## src/rtl/pc_ctrl_if.sv

```systemverilog
// Fetch-control bundle between the pipeline/imem side and pc_ctrl.
// master drives the control/ack inputs; slave is the PC controller.
interface pc_ctrl_if;
  logic        stall;
  logic        halt;
  logic        br_taken;
  logic [31:0] br_target;
  logic        trap;
  logic        imem_ack;
  logic [31:0] pc_out;
  logic        imem_req;
  logic        pc_valid;
  logic        halted;

  modport master (
    output stall, halt, br_taken, br_target,
    output trap, imem_ack,
    input  pc_out, imem_req, pc_valid, halted
  );

  modport slave (
    input  stall, halt, br_taken, br_target,
    input  trap, imem_ack,
    output pc_out, imem_req, pc_valid, halted
  );
endinterface

```

## src/rtl/pc_ctrl.sv

```systemverilog
// Program counter controller: BOOT/FETCH/HALT FSM with
// trap > branch > advance > hold next-PC selection.
module pc_ctrl #(
  parameter logic [31:0] RESET_VECTOR = 32'h0000_0000,
  parameter logic [31:0] TRAP_VECTOR  = 32'h0000_0100
) (
  input  logic      clk,
  input  logic      rst,
  pc_ctrl_if.slave  bus
);

  typedef enum logic [1:0] {
    BOOT  = 2'd0,
    FETCH = 2'd1,
    HALT  = 2'd2
  } state_t;

  localparam logic [31:0] RST_PC =
    {RESET_VECTOR[31:2], 2'b00};
  localparam logic [31:0] TRAP_PC =
    {TRAP_VECTOR[31:2], 2'b00};

  state_t      state;
  state_t      state_nx;
  logic [31:0] pc;
  logic [31:0] pc_nx;
  logic        halted_q;
  logic        in_fetch;
  logic        req;
  logic        valid;
  logic        redir_br;

  always_ff @(posedge clk or posedge rst) begin
    if (rst) begin
      state    <= BOOT;
      pc       <= RST_PC;
      halted_q <= 1'b0;
    end else begin
      state    <= state_nx;
      pc       <= pc_nx;
      halted_q <= (state_nx == HALT);
    end
  end

  always_comb begin
    in_fetch = (state == FETCH);
    req      = in_fetch & ~bus.stall;
    valid    = req & bus.imem_ack &
               ~bus.br_taken & ~bus.trap;
    // branch only counts in FETCH, and trap wins
    redir_br = in_fetch & bus.br_taken & ~bus.trap;

    pc_nx    = pc;
    state_nx = state;

    unique case (1'b1)
      bus.trap: pc_nx = TRAP_PC;
      redir_br: pc_nx = {bus.br_target[31:2], 2'b00};
      valid:    pc_nx = pc + 32'd4;
      default:  pc_nx = pc;
    endcase

    unique case (state)
      BOOT:    state_nx = FETCH;
      FETCH:   state_nx = bus.halt ? HALT : FETCH;
      HALT:    state_nx = HALT;
      default: state_nx = BOOT;
    endcase

    if (bus.trap) state_nx = FETCH;
  end

  assign bus.pc_out   = pc;
  assign bus.imem_req = req;
  assign bus.pc_valid = valid;
  assign bus.halted   = halted_q;

endmodule

```

## src/flat_wrapper.sv

```systemverilog
// flat-port wrapper written by rule: the top's interface ports become plain ports
module pc_ctrl_flat 
#(
  parameter logic [31:0] RESET_VECTOR = 32'h0000_0000,
  parameter logic [31:0] TRAP_VECTOR  = 32'h0000_0100
)
  (clk, rst, bus_stall, bus_halt, bus_br_taken, bus_br_target, bus_trap, bus_imem_ack, bus_pc_out, bus_imem_req, bus_pc_valid, bus_halted);
  pc_ctrl_if bus_i ();
  input  logic clk;
  input  logic rst;
  input wire logic [$bits(bus_i.stall)-1:0] bus_stall;
  input wire logic [$bits(bus_i.halt)-1:0] bus_halt;
  input wire logic [$bits(bus_i.br_taken)-1:0] bus_br_taken;
  input wire logic [$bits(bus_i.br_target)-1:0] bus_br_target;
  input wire logic [$bits(bus_i.trap)-1:0] bus_trap;
  input wire logic [$bits(bus_i.imem_ack)-1:0] bus_imem_ack;
  output wire logic [$bits(bus_i.pc_out)-1:0] bus_pc_out;
  output wire logic [$bits(bus_i.imem_req)-1:0] bus_imem_req;
  output wire logic [$bits(bus_i.pc_valid)-1:0] bus_pc_valid;
  output wire logic [$bits(bus_i.halted)-1:0] bus_halted;
  assign bus_i.stall = bus_stall;
  assign bus_i.halt = bus_halt;
  assign bus_i.br_taken = bus_br_taken;
  assign bus_i.br_target = bus_br_target;
  assign bus_i.trap = bus_trap;
  assign bus_i.imem_ack = bus_imem_ack;
  assign bus_pc_out = bus_i.pc_out;
  assign bus_imem_req = bus_i.imem_req;
  assign bus_pc_valid = bus_i.pc_valid;
  assign bus_halted = bus_i.halted;
  pc_ctrl #(.RESET_VECTOR(RESET_VECTOR), .TRAP_VECTOR(TRAP_VECTOR)) u_core (.clk(clk), .rst(rst), .bus(bus_i));
endmodule
```

## config.mk

```make
export PLATFORM = sky130hd
export DESIGN_NAME = pc_ctrl_flat
export DESIGN_NICKNAME = d
export VERILOG_FILES = /design/src/rtl/pc_ctrl_if.sv /design/src/rtl/pc_ctrl.sv /design/src/flat_wrapper.sv
export SDC_FILE = /design/constraint.sdc
export NUM_CORES = 1
export LEC_CHECK = 0
export CAP_MARGIN = 20
export CORE_UTILIZATION = 35
export CTS_BUF_LIST = sky130_fd_sc_hd__clkbuf_16
export DETAILED_ROUTE_END_ITERATION = 6
export PLACE_DENSITY_LB_ADDON = 0.3
export SYNTH_ARGS = -nofsm -noshare
export SYNTH_HDL_FRONTEND = slang
export SYNTH_SLANG_ARGS = --single-unit
```

## constraint.sdc

```tcl
create_clock -name clk -period 1.8 [get_ports clk]
set_input_delay 0.27 -clock clk [delete_from_list [all_inputs] [get_ports clk]]
set_output_delay 0.27 -clock clk [all_outputs]
set_load 0.03 [all_outputs]
```

==> flow_summary.yaml <==
run_status:
  outcome: "complete, but fails checks"
  violations_in_the_final_reports: "setup timing"
clock_tree:
  cts-root-buf: "sky130_fd_sc_hd__clkbuf_16"
  max-clock-path-buffers: 2
  cts_buffers: 5
  htree_levels: 2
  clkLatencyLatePin_ns: 0.28
  cts.sinks: 33
  cts_tree: "built"
  clk_pin_slew_ns: 0.05
  cts_hold_repair.buffers: 0
routing:
  drc: 0
  drt.antenna.violating_nets: 0
  drt_first_pass_iters: 4
  detailroute.via_count: 2452
  via_density_per_instance: 5.50
  detailedRoute.firstIterationViolations: 204
  wl_um: 7140
  routedWlPerCell_um: 16.0
yosys:
  synth_common_cells: "sky130_fd_sc_hd__dfrtp_1 (33), sky130_fd_sc_hd__nand2_1 (25), sky130_fd_sc_hd__nor2_1 (18), sky130_fd_sc_hd__o21ai_0 (15)"
  synth_top_cell_by_area: "sky130_fd_sc_hd__dfrtp_1"
  ys_seq_elements: 33
  netlist-cell-type-count: 56
  most_common_cell_in_the_synthesized_netlist: "sky130_fd_sc_hd__dfrtp_1"
  synth.cell_area_mm2: 0.00205
  ys_dominant_reg_cell: "sky130_fd_sc_hd__dfrtp_1"
  synthesis.yosys.warnings: 0
  post_synth_main_area_contributors: "sky130_fd_sc_hd__dfrtp_1 (40%), sky130_fd_sc_hd__nand2_1 (4.6%), sky130_fd_sc_hd__and3_1 (3.7%)"
  ys_seq_area_share_pct: 40.3
  postSynthCellCount: 238
  async_reset_ff_share_pct: 100
  synth_top_cell_area_share_pct: 40.3
  synth-edff-count: 0
  postSynthAreaPerCell_um2: 8.61
timing:
  fin_crit_ns: 1.87
  finalHoldWorstSlack_ns: 0.380
  setup_repair_after_global_routing_missed_its_margin: "true"
  tns_ns: -0.103
  max_freq_mhz: 536
  worst_clock_skew_ns: 0.00328
  finalSetupViolCount: 3
  final_critical_path_share_of_the_clock_period_pct: 104
  final_max_slew_viol_count: 0
  finalWorstSetupSlack_ns: -0.0674
  timing.final.hold_violations: 0
critical_path:
  crit_path_start: "u_core.state[1]"
  timing.critical_path.fanout_max: 5
  setup.worst_path.end_class: "output port"
  path_class: "register to output port"
  worst_setup_path_start_kind: "register"
  reg2reg_to: "u_core.bus.pc_out[14]"
  cp_data_required_time_ns: 1.53
  ff2ff_path_depth: 8
  critPathArrivalTime_ns: 1.60
  worstReg2RegStart: "u_core.state[1]"
  worst-r2r-setup-slack_ns: -0.03
cells_and_area:
  areaGrowthSynthToFinish_pct: 73.6
  design.final.nets: 413
  drive_gt1_share_pct: 29.9
  post_layout_nonfiller_instances: 446
  multiInputGateArea_mm2: 0.00125
  antenna_cells: 0
  sequential_cell_area_um2: 840
  final_design_area_no_fill_mm2: 0.00356
  fillers: 471
place:
  port_buffers: 69
  hpwl_dp_um: 5480
  globalplace.congestion: 0.916
  dp.cells: 436
  place_area_mm2: 0.00333
pwr:
  power_switching_share_pct: 30.6
  combPwrFrac_pct: 29.5
  intPower_uw: 1650
  clock_power_share_pct: 34.1
  worst_ir_drop_vdd_v: 0.000363
  sequentialPowerShare_pct: 36.4
  power_leakage_uw: 0.00158
  switchingPower_uw: 726
  power_density_mw_per_mm2: 668
die:
  fp.dieW_um: 78.5
  pin_count: 74
  floorplan.initialDensity_pct: 36.7
  floorplan.rows: 27
  die-area_mm2: 0.00616
  die_height_um: 78.5
  core_area_mm2: 0.00557
min_path:
  hp-class: "input pin to async pin"
grt:
  groute.usage.overall_pct: 23.9
  grt_start_max_net_pins: 34
  gr-total-overflow: 0
  grt_antenna_before_repair: 0
  grt_pass1_wl_um: 11400
  first_global_vias: 2339
flow_run:
  drv_cap: 0
==> worst max-delay path: stages (launching register included) <==
cell,delay [ns]
sky130_fd_sc_hd__dfrtp_1,0.38
sky130_fd_sc_hd__or3b_1,0.36
sky130_fd_sc_hd__or2_4,0.26
sky130_fd_sc_hd__inv_4,0.09
sky130_fd_sc_hd__buf_6,0.10
sky130_fd_sc_hd__buf_6,0.12
==> cells in the final DEF (no fill, tap or decap), types with 3 or more instances in the layout <==
cell                              netlist  layout
sky130_fd_sc_hd__dlygate4sd2_1          0       5
sky130_fd_sc_hd__mux2i_1                3       3
sky130_fd_sc_hd__o21ai_1                0       3
sky130_fd_sc_hd__buf_6                  0       4
sky130_fd_sc_hd__and3_1                12      10
sky130_fd_sc_hd__a22oi_1                4       4
sky130_fd_sc_hd__clkbuf_16              0       5
sky130_fd_sc_hd__inv_1                  6       7
sky130_fd_sc_hd__o21ai_0               15      12
sky130_fd_sc_hd__nand2_1               25      25
sky130_fd_sc_hd__o211ai_1               6       6
sky130_fd_sc_hd__o22ai_1                6       6
sky130_fd_sc_hd__a31oi_1                6       6
sky130_fd_sc_hd__dfrtp_1               33      22
sky130_fd_sc_hd__dfrtp_2                0      11
sky130_fd_sc_hd__clkdlybuf4s50_1        0      62
sky130_fd_sc_hd__nor2_1                18      17
sky130_fd_sc_hd__a21oi_1               13      12
sky130_fd_sc_hd__a21o_1                 4       4
sky130_fd_sc_hd__nand3_1               13      10
sky130_fd_sc_hd__buf_4                  2      67
sky130_fd_sc_hd__nand4_1               11      11
==> timing repair <==
| item | in CTS | in global routing |
|---|---|---|
| gates cloned | 0 | 0 |
| setup buffers | 3 | 1 |
| resized for setup | 14 | 12 |
| pin swaps | 7 | 4 |
| setup endpoints to repair | 17 | 18 |
==> how the worst max path moves through the flow <==
stage,to,depth (start not counted)
finish,bus_pc_valid,5
detailed placement,u_core.bus.pc_out[11],6
floorplan,u_core.bus.pc_out[7],6
CTS,bus_pc_valid,5
global placement,u_core.bus.pc_out[11],6
global route,bus_pc_valid,5
==> through the flow <==
step           power, uW  util, %  worst slack (ns)
4_1_cts             2370     62.6            -0.103
2_1_floorplan       1180        -           -0.0571
6_report            2370     63.8           -0.0674
3_3_place_gp        1550     59.7            -0.431
3_5_place_dp        1570     59.7            -0.464
5_1_grt             2470     63.8            -0.106
==> area by class of cell <==
cell class	instances	area share, %
tap	72	2.53
timing repair buffer	138	34.1
multi-input combinational	188	35.0
inverter	7	0.809
clock inverter	3	0.387
clock buffer	5	3.52
sequential	33	23.6
==> registers in the layout (all words and copies together), names as in the netlist <==
register,cells
u_core.bus.pc_out,30
u_core.bus.halted,1
u_core.state,2
==> power by group through the flow <==
stage | Sequential, uW | Clock [uW] | Combinational, uW
global placement | 867 | 0 | 688
detailed placement | 870 | 0 | 696
global route | 871 | 842 | 753
floorplan | 990 | 0 | 193
CTS | 858 | 816 | 697
finish | 863 | 810 | 701
==> cells by family (layout without fill, tap and decap cells) <==
| logic type | Yosys count | after routing | synth area share, % |
|---|---|---|---|
| adder cells (fa/ha/maj) | 1 | 1 | 0.611 |
| AND/OR/NAND/NOR | 104 | 104 | 27.3 |
| multiplexers | 3 | 3 | 1.47 |
| flip-flops | 33 | 33 | 40.3 |
| XOR/XNOR | 1 | 1 | 0.428 |
| other | 1 | 2 | 0.183 |
| buffers and inverters | 18 | 153 | 3.79 |
| AO/OA/AOI/OAI | 77 | 77 | 25.9 |
==> metal layers <==
layer	up-vias	wire length [um]	global-route usage, %
li1	1188	-	-
met1	1168	3180	31.9
met2	91	3440	40.6
met3	5	472	3.72
met4	0	43	5.00
met5	-	0	0
Power figures use the tool's default switching activity.
